<file path="src/rtl/sprite_pixel_fetch_if.sv">
// sprite_pixel_fetch_if: pixel stream, position handshake, ROM port and colour output of the sprite fetcher
//   pix_x/pix_y/pix_valid  pixel coordinates and active-area strobe
//   frame_start            one-cycle pulse at the first cycle of a frame
//   pos_x_in/pos_y_in      requested sprite top-left, pos_req level request, pos_ack apply pulse
//   hflip_in               requested horizontal flip (only with SPRITE_HFLIP_EN)
//   rom_line/rom_offset    registered ROM address, rom_bit combinational ROM data
//   rgb_out/rgb_valid      pixel colour two clocks after the pixel
interface sprite_pixel_fetch_if;
   logic [9:0]  pix_x, pix_y;
   logic        pix_valid, frame_start;
   logic [9:0]  pos_x_in, pos_y_in;
   logic        pos_req, pos_ack;
`ifdef SPRITE_HFLIP_EN
   logic        hflip_in;
`endif
   logic [6:0]  rom_line, rom_offset;
   logic        rom_bit;
   logic [11:0] rgb_out;
   logic        rgb_valid;
   modport slave (
      input  pix_x, pix_y, pix_valid, frame_start, pos_x_in, pos_y_in, pos_req,
`ifdef SPRITE_HFLIP_EN
      input  hflip_in,
`endif
      input  rom_bit,
      output pos_ack, rom_line, rom_offset, rgb_out, rgb_valid
   );
   modport master (
      output pix_x, pix_y, pix_valid, frame_start, pos_x_in, pos_y_in, pos_req,
`ifdef SPRITE_HFLIP_EN
      output hflip_in,
`endif
      output rom_bit,
      input  pos_ack, rom_line, rom_offset, rgb_out, rgb_valid
   );
endinterface

</file>
<file path="src/rtl/sprite_pixel_fetch.sv">
// sprite_pixel_fetch: maps VGA pixels into the sprite box, fetches the ROM bit and emits a 2-cycle-latency colour
//   clk     pixel clock
//   resetn  asynchronous active-low reset
//   bus     sprite_pixel_fetch_if.slave (pixel stream, position req/ack, ROM port, rgb output)
//   SPRITE_HFLIP_EN  optional macro: adds bus.hflip_in, mirroring rom_offset when the applied flip is set
module sprite_pixel_fetch #(
   parameter logic [6:0]  SPR_W  = 7'd127,
   parameter logic [6:0]  SPR_H  = 7'd32,
   parameter logic [11:0] FG_RGB = 12'hFFF,
   parameter logic [11:0] BG_RGB = 12'h000
) (
   input logic clk,
   input logic resetn,
   sprite_pixel_fetch_if.slave bus
);
   typedef enum logic {IDLE, PEND} state_t;
   state_t      state, state_d;
   logic [9:0]  pos_x, pos_y, pend_x, pend_y, pend_x_d, pend_y_d;
   logic        apply;
   logic [10:0] dx, dy;
   logic        hit, hit_q, vld_q;
   logic [6:0]  off;
`ifdef SPRITE_HFLIP_EN
   logic        flip, pend_f, pend_f_d;
`endif
   // the same-cycle request is folded into the pending value so PEND+frame_start+pos_req applies the newest position
   always_comb begin
      pend_x_d = bus.pos_req ? bus.pos_x_in : pend_x;
      pend_y_d = bus.pos_req ? bus.pos_y_in : pend_y;
`ifdef SPRITE_HFLIP_EN
      pend_f_d = bus.pos_req ? bus.hflip_in : pend_f;
`endif
      apply = (state == PEND) && bus.frame_start;
      state_d = apply ? IDLE : (bus.pos_req ? PEND : state);
   end
   always_ff @(posedge clk or negedge resetn)
      if (!resetn) state <= IDLE;
      else state <= state_d;
   always_ff @(posedge clk or negedge resetn) begin
      if (!resetn) begin
         pend_x <= '0;
         pend_y <= '0;
         pos_x <= '0;
         pos_y <= '0;
         bus.pos_ack <= 1'b0;
`ifdef SPRITE_HFLIP_EN
         pend_f <= 1'b0;
         flip <= 1'b0;
`endif
      end else begin
         pend_x <= pend_x_d;
         pend_y <= pend_y_d;
         bus.pos_ack <= apply;
         if (apply) begin
            pos_x <= pend_x_d;
            pos_y <= pend_y_d;
         end
`ifdef SPRITE_HFLIP_EN
         pend_f <= pend_f_d;
         if (apply) flip <= pend_f_d;
`endif
      end
   end
   // 11-bit differences; the explicit >= tests keep an off-screen position from wrapping into a hit
   assign dx = {1'b0, bus.pix_x} - {1'b0, pos_x};
   assign dy = {1'b0, bus.pix_y} - {1'b0, pos_y};
   assign hit = bus.pix_valid && (bus.pix_x >= pos_x) && (bus.pix_y >= pos_y) &&
                (dx <= {4'd0, SPR_W}) && (dy < {4'd0, SPR_H});
`ifdef SPRITE_HFLIP_EN
   assign off = flip ? SPR_W - dx[6:0] : dx[6:0];
`else
   assign off = dx[6:0];
`endif
   // a miss parks the ROM on line 7F so it reads 0; hit_q still gates the colour
   always_ff @(posedge clk or negedge resetn) begin
      if (!resetn) begin
         hit_q <= 1'b0;
         vld_q <= 1'b0;
         bus.rom_line <= 7'h7F;
         bus.rom_offset <= 7'd0;
         bus.rgb_out <= BG_RGB;
         bus.rgb_valid <= 1'b0;
      end else begin
         hit_q <= hit;
         vld_q <= bus.pix_valid;
         bus.rom_line <= hit ? dy[6:0] : 7'h7F;
         bus.rom_offset <= hit ? off : 7'd0;
         bus.rgb_out <= (hit_q && bus.rom_bit) ? FG_RGB : BG_RGB;
         bus.rgb_valid <= vld_q;
      end
   end
endmodule
</file>
<file path="src/flat_wrapper.sv">
// flat-port wrapper written by rule: the top's interface ports become plain ports
module sprite_pixel_fetch_flat 
#(
   parameter logic [6:0]  SPR_W  = 7'd127,
   parameter logic [6:0]  SPR_H  = 7'd32,
   parameter logic [11:0] FG_RGB = 12'hFFF,
   parameter logic [11:0] BG_RGB = 12'h000
)
  (clk, resetn, bus_pix_x, bus_pix_y, bus_pix_valid, bus_frame_start, bus_pos_x_in, bus_pos_y_in, bus_pos_req, bus_rom_bit, bus_pos_ack, bus_rom_line, bus_rom_offset, bus_rgb_out, bus_rgb_valid);
  sprite_pixel_fetch_if bus_i ();
  input logic clk;
  input logic resetn;
  input wire logic [$bits(bus_i.pix_x)-1:0] bus_pix_x;
  input wire logic [$bits(bus_i.pix_y)-1:0] bus_pix_y;
  input wire logic [$bits(bus_i.pix_valid)-1:0] bus_pix_valid;
  input wire logic [$bits(bus_i.frame_start)-1:0] bus_frame_start;
  input wire logic [$bits(bus_i.pos_x_in)-1:0] bus_pos_x_in;
  input wire logic [$bits(bus_i.pos_y_in)-1:0] bus_pos_y_in;
  input wire logic [$bits(bus_i.pos_req)-1:0] bus_pos_req;
  input wire logic [$bits(bus_i.rom_bit)-1:0] bus_rom_bit;
  output wire logic [$bits(bus_i.pos_ack)-1:0] bus_pos_ack;
  output wire logic [$bits(bus_i.rom_line)-1:0] bus_rom_line;
  output wire logic [$bits(bus_i.rom_offset)-1:0] bus_rom_offset;
  output wire logic [$bits(bus_i.rgb_out)-1:0] bus_rgb_out;
  output wire logic [$bits(bus_i.rgb_valid)-1:0] bus_rgb_valid;
  assign bus_i.pix_x = bus_pix_x;
  assign bus_i.pix_y = bus_pix_y;
  assign bus_i.pix_valid = bus_pix_valid;
  assign bus_i.frame_start = bus_frame_start;
  assign bus_i.pos_x_in = bus_pos_x_in;
  assign bus_i.pos_y_in = bus_pos_y_in;
  assign bus_i.pos_req = bus_pos_req;
  assign bus_i.rom_bit = bus_rom_bit;
  assign bus_pos_ack = bus_i.pos_ack;
  assign bus_rom_line = bus_i.rom_line;
  assign bus_rom_offset = bus_i.rom_offset;
  assign bus_rgb_out = bus_i.rgb_out;
  assign bus_rgb_valid = bus_i.rgb_valid;
  sprite_pixel_fetch #(.SPR_W(SPR_W), .SPR_H(SPR_H), .FG_RGB(FG_RGB), .BG_RGB(BG_RGB)) u_core (.clk(clk), .resetn(resetn), .bus(bus_i));
endmodule
</file>
<file path="config.mk">
export PLATFORM = sky130hd
export DESIGN_NAME = sprite_pixel_fetch_flat
export DESIGN_NICKNAME = d
export VERILOG_FILES = /design/src/rtl/sprite_pixel_fetch_if.sv /design/src/rtl/sprite_pixel_fetch.sv /design/src/flat_wrapper.sv
export SDC_FILE = /design/constraint.sdc
export NUM_CORES = 1
export LEC_CHECK = 0
export CORE_ASPECT_RATIO = 0.6
export CORE_MARGIN = 5
export CORE_UTILIZATION = 45
export DETAILED_ROUTE_END_ITERATION = 16
export PLACE_DENSITY = 0.76
export SYNTH_ARGS = -nofsm -noshare
export SYNTH_HDL_FRONTEND = slang
export SYNTH_SLANG_ARGS = --single-unit
</file>
<file path="constraint.sdc">
create_clock -name clk -period 2.5 [get_ports clk]
set_input_delay 0.5 -clock clk [delete_from_list [all_inputs] [get_ports clk]]
set_output_delay 0.5 -clock clk [all_outputs]
set_load 0.01 [all_outputs]
</file>
# Yosys cells after proc, flatten, opt, wreduce, memory -nomap -nowiden
# Index checks and enable logic that the tools add are counted.
# op_classes
reduce_logical,7
muxes,7
addsub,2
n_lt_le_gt_ge,4
# op_table
operator,n
$sub A10 B10 Y11,2
$ge A10 B10 Y1,2
$mux W10,2
$mux W7,2
$mux W12,1
$le A11 B7 Y1 const B,1
$lt A11 B6 Y1 const B,1
$logic_and A1 B1 Y1,6
$mux W1,2
$reduce_bool A2 Y1,1
# totals
output_inout_bits,28
regBits,71

# Logic depth before layout (Yosys ltp)
# Gate-level depths: netlist of the first run.
# depth
ltp_word,6
ltp_mapped,11
mapped_depth_nobuf,10

# Least setup slack after synthesis of the first run
# OpenSTA, ideal clock, no wires.
# synth_path
path_type,input port to flip-flop
start,in bus_pix_x[0]
end,reg u_core.bus.rom_line[4]
arrival_time_ns,2.782
t_required_ns,2.407
path_stages,11
setup_time_ns,0.093
n_path_buf,1
path_slack_ns,-0.375
path_cell_list,inv_1 ha_1 inv_1 fa_1 a21o_1 a221oi_1 nor3_1 and4b_1 nand2_2 buf_6 or4_4
# synth_via
elab_chain_len,6
# synth_lines
item,line,source
"start, declared",flat_wrapper.sv:13,input wire logic [$bits(bus_i.pix_x)-1:0] bus_pix_x;
"parallel branches: the longest is 3 deep, another holds $sub A10 B10 Y11",--,
$logic_and A1 B1 Y1 *,sprite_pixel_fetch.sv:67,assign hit = bus.pix_valid && (bus.pix_x >= pos_x) && (bus.pix_y >= pos_y) &&
$logic_and A1 B1 Y1 *,sprite_pixel_fetch.sv:68,"(dx <= {4'd0, SPR_W}) && (dy < {4'd0, SPR_H});"
$mux W7 *,sprite_pixel_fetch.sv:86,bus.rom_line <= hit ? dy[6:0] : 7'h7F;
"end signal, assigned",sprite_pixel_fetch.sv:86,
"end, declared",sprite_pixel_fetch_if.sv:26,"output pos_ack, rom_line, rom_offset, rgb_out, rgb_valid"
# Mark *: on every way between the ends.
# A chain may end at the register's enable or synchronous reset.

# Final worst setup path of the first run
# layout_path
start,reg u_core.pos_y[0]
end,reg u_core.bus.rom_line[3]
# layout_via
elab_chain_len,5
# layout_lines
item,line,source
"start, declared",sprite_pixel_fetch.sv:18,"logic [9:0] pos_x, pos_y, pend_x, pend_y, pend_x_d, pend_y_d;"
"start signal, assigned",sprite_pixel_fetch.sv:56,pos_y <= pend_y_d;
"parallel branches: the longest is 4 deep, another holds $sub A10 B10 Y11",--,
$mux W7 *,sprite_pixel_fetch.sv:86,
# Marks and branches as above.

==> results of run 1 <==
-- state kept, by name, summed over array words and instances (netlist names), 7 cells and up --
name / count
u_core.bus.rom_offset: 7
u_core.pend_x: 10
u_core.pos_x: 10
u_core.bus.rom_line: 7
u_core.pos_y: 10
u_core.pend_y: 10
-- worst reg2reg max path, delay by kind of cell (launching register included) --
| family | cells | cell delay [ps] |
|---|---|---|
| AO/OA/AOI/OAI | 3 | 900 |
| flip-flops | 1 | 450 |
| AND/OR/NAND/NOR | 2 | 690 |
| adder cells (fa/ha/maj) | 2 | 520 |
-- final cells by class --
type / instances / area, sq um / share of cell area (%)
Clock inverter: 4 / 47.5 / 0.976
Timing Repair Buffer: 125 / 1120 / 23.0
Inverter: 22 / 108 / 2.21
Tap cell: 87 / 109 / 2.23
Multi-Input combinational cell: 195 / 1720 / 35.3
Sequential cell: 60 / 1510 / 31.0
Clock buffer: 12 / 256 / 5.27
-- final timing paths --
check / start / end / slack (ps)
max: u_core.pos_y[0]$_DFFE_PN0P_ / u_core.bus.rom_line[3]$_DFF_PN1_ / -140
min: resetn / u_core.pos_y[3]$_DFFE_PN0P_ / 170
max reg2reg: u_core.pos_y[0]$_DFFE_PN0P_ / u_core.bus.rom_line[3]$_DFF_PN1_ / -140
min reg2reg: u_core.vld_q$_DFF_PN0_ / u_core.bus.rgb_valid$_DFF_PN0_ / 390
max in group asynchronous: resetn / u_core.pos_y[0]$_DFFE_PN0P_ / 1740
min in group clk: u_core.vld_q$_DFF_PN0_ / u_core.bus.rgb_valid$_DFF_PN0_ / 390
-- power by group --
part           internal (mW)  switching [mW]
registers               1.09          0.0452
logic                  0.760           0.742
clock network          0.821           0.413
total                   2.67            1.20
-- Yosys cell counts, drive strengths merged, types with 6 or more instances --
cell type | number | share of area, %
a211oi | 6 | 1.8
a21o | 7 | 1.7
a21oi | 15 | 2.4
buf | 13 | 3.1
clkbuf | 9 | 1.1
dfrtp | 53 | 42
dfstp | 7 | 5.8
ha | 20 | 7.9
inv | 22 | 2.6
mux2 | 22 | 7.8
nand2 | 26 | 3.2
nand2b | 6 | 1.2
nor2 | 10 | 1.2
nor4 | 7 | 1.4
o21ai | 23 | 3.8
-- through the flow --
step | total power, mW | hold WS, ps | area (sq um) | setup slack [ps]
6_report | 3.87 | 165 | 4870 | -135
5_1_grt | 4.08 | 202 | 4870 | -210
4_1_cts | 3.86 | 173 | 4850 | -178
3_5_place_dp | 2.42 | 388 | 4320 | -937
3_3_place_gp | 2.37 | 363 | 4320 | -829
2_1_floorplan | 1.89 | 204 | 3260 | -123
-- routing by layer --
layer	routed length [microns]	vias up	share of wire (%)	track usage, %
met1	3760	1234	47	24.2
met3	428	10	5.4	5.78
met2	3680	67	46	31.8
li1	-	1265	-	-
met4	86	0	1.1	5.47
met5	0	-	0	0
-- logic make-up after synthesis --
kind of cell,Yosys count
mux,22
buf+inv,44
xor+xnor,8
simple gates,77
fa+ha+maj,22
flops,60
compound gates,66
-- what timing repair did --
item                                    in CTS  in global routing
resized for setup                           51                  5
setup buffers                                5                  0
pin swaps                                   19                  5
endpoints found under the setup margin      15                 15
==> summary.md, run 1 <==
| Metric | Value |
|---|---|
| WP buf/inv | `0` |
| Most common cell after layout, fill and taps aside | `clkdlybuf4s50_1` |
| Drt total wl | `7950 microns` |
| NumNets Final | `481` |
| XOR/XNOR share of the synthesized area | `2.22%` |
| WL/cell | `15.7 microns` |
| Slew @ Worst Pin | `552 ps` |
| Inst Count DP | `485` |
| Synth Area in Simple Gates | `12.8%` |
| # hold bufs at CTS | `0` |
| Post-synth EDFFs | `0` |
| Die Ht | `74.9 microns` |
| Period Utilization, post-route | `105%` |
| Number of fill cells in the layout | `449` |
| Antenna-violating nets left | `0` |
| Area growth, synth to finish | `54.1%` |
| Hold Vio Cnt, Final | `0` |
| Clock-pin slew on the worst setup and hold paths | `50 ps` |
| Dpl hpwl | `5820 microns` |
| Most frequent cells in the layout | `60 x clkdlybuf4s50_1, 52 x dfrtp_1, 47 x buf_4` |
| TritonCTS clock tree | `done` |
| Static leakage | `2.07 nW` |
| Die ar. | `8860 sq um` |
| Post-Syn Area | `3160 sq um` |
| Core Area | `6760 sq um` |
| Compound-Gate Fraction of Synth Area | `13.5%` |
| Syn Nets | `367` |
| Crit start category | `register` |
| Initial Util | `46.8%` |
| Max-cap viol count | `0` |
| 1st-pass router iterations | `4` |
| PortBufs | `73` |
| Global Route Usage Sum | `18.9%` |
| Final setup viols | `12` |
| Top_reg_cell synth | `dfrtp_1` |
| Max Buffers Root-to-Sink | `2` |
| I/O pin cnt | `74` |
| Crit-path max cell delay | `530 ps` |
| Final Critical Period | `2640 ps` |
| Vias | `2576` |
| H-Tree Level Count | `3` |
| Worst EP arrival | `2870 ps` |
| Mean post-synth cell area | `10.6 sq um` |
| Sequential share of the synthesized area | `47.8%` |
| Mux cell area share after synthesis | `7.84%` |
| CTS Root Cell | `clkbuf_16` |
| RSZ-0062 raised after global routing | `true` |
| Synth unique cells | `45` |
| Failing checks | `negative setup slack` |
| R2r worst-path depth | `7` |
| N_diodes | `0` |
| Antenna violations before repair | `0` |
| Die width | `118 microns` |
| Adder-cell share of the synthesized area | `9.18%` |
| Clock latency on the worst-skew pair | `320 ps` |
| Worst hold path class | `primary input to async pin` |
| DRC errors left | `0` |
| Slew HR | `63.2%` |
| CP required | `2730 ps` |
| Worst setup path category | `register to register` |
| Synth async-reset ratio | `100%` |
| Total negative slack | `-879 ps` |
| CP endpoint kind | `register` |
| Crit path max fanout | `6` |
| RD Place Congestion | `0.913` |
| Largest family of logic cells by synthesized area | `compound AO/OA/AOI/OAI gates` |
| Cells after Synth | `299` |
| Grt total ovfl | `0` |
| FF+latch count, synth | `60` |
| Final core occ | `72.0%` |
| Final Max Tran Viols | `0` |
| Largest net degree at the start of global routing | `37` |
| Clock Skew | `4.37 ps` |
| Fmax | `379 MHz` |
| Worst setup margin | `-135 ps` |
| Post-route non-filler standard cell count | `505` |
| Outcome | `complete, but fails checks` |
| Crit path max-delay family | `compound AO/OA/AOI/OAI gates` |
| Max VDD drop | `0.456 mV` |
| Slowest CP cell | `or4_4` |
| Global-route wire length before repair | `13200 microns` |
| Ys Warns | `0` |
| Share of cells above drive strength 1 | `34.9%` |
| Clock sinks | `60` |
| Num CTS Buffers | `9` |
| Detail-routed via count per cell | `5.10` |
| Power per standard cell area | `794 nW/um^2` |
| Rows | `23` |
| Vias in the first global route | `2738` |
| Critical-path cell list | `ha_4, fa_2, nand2b_4, a211oi_4, o311ai_2, a2111o_1, or4_4` |
| WP depth | `7` |
| Initial DRC Count | `108` |
No activity file was read; power rests on OpenSTA's default activity.
==> run 2, diff against run 1 <==
- SLEW_MARGIN: unset -> 0
==> results of run 2 <==
Same layout as run 1: the final DEF is identical, and so are final timing and power.
==> run 3, diff against run 2 <==
- SLEW_MARGIN: 0 -> 25
==> results of run 3 <==
Same layout as run 1: the final DEF is identical, and so are final timing and power.
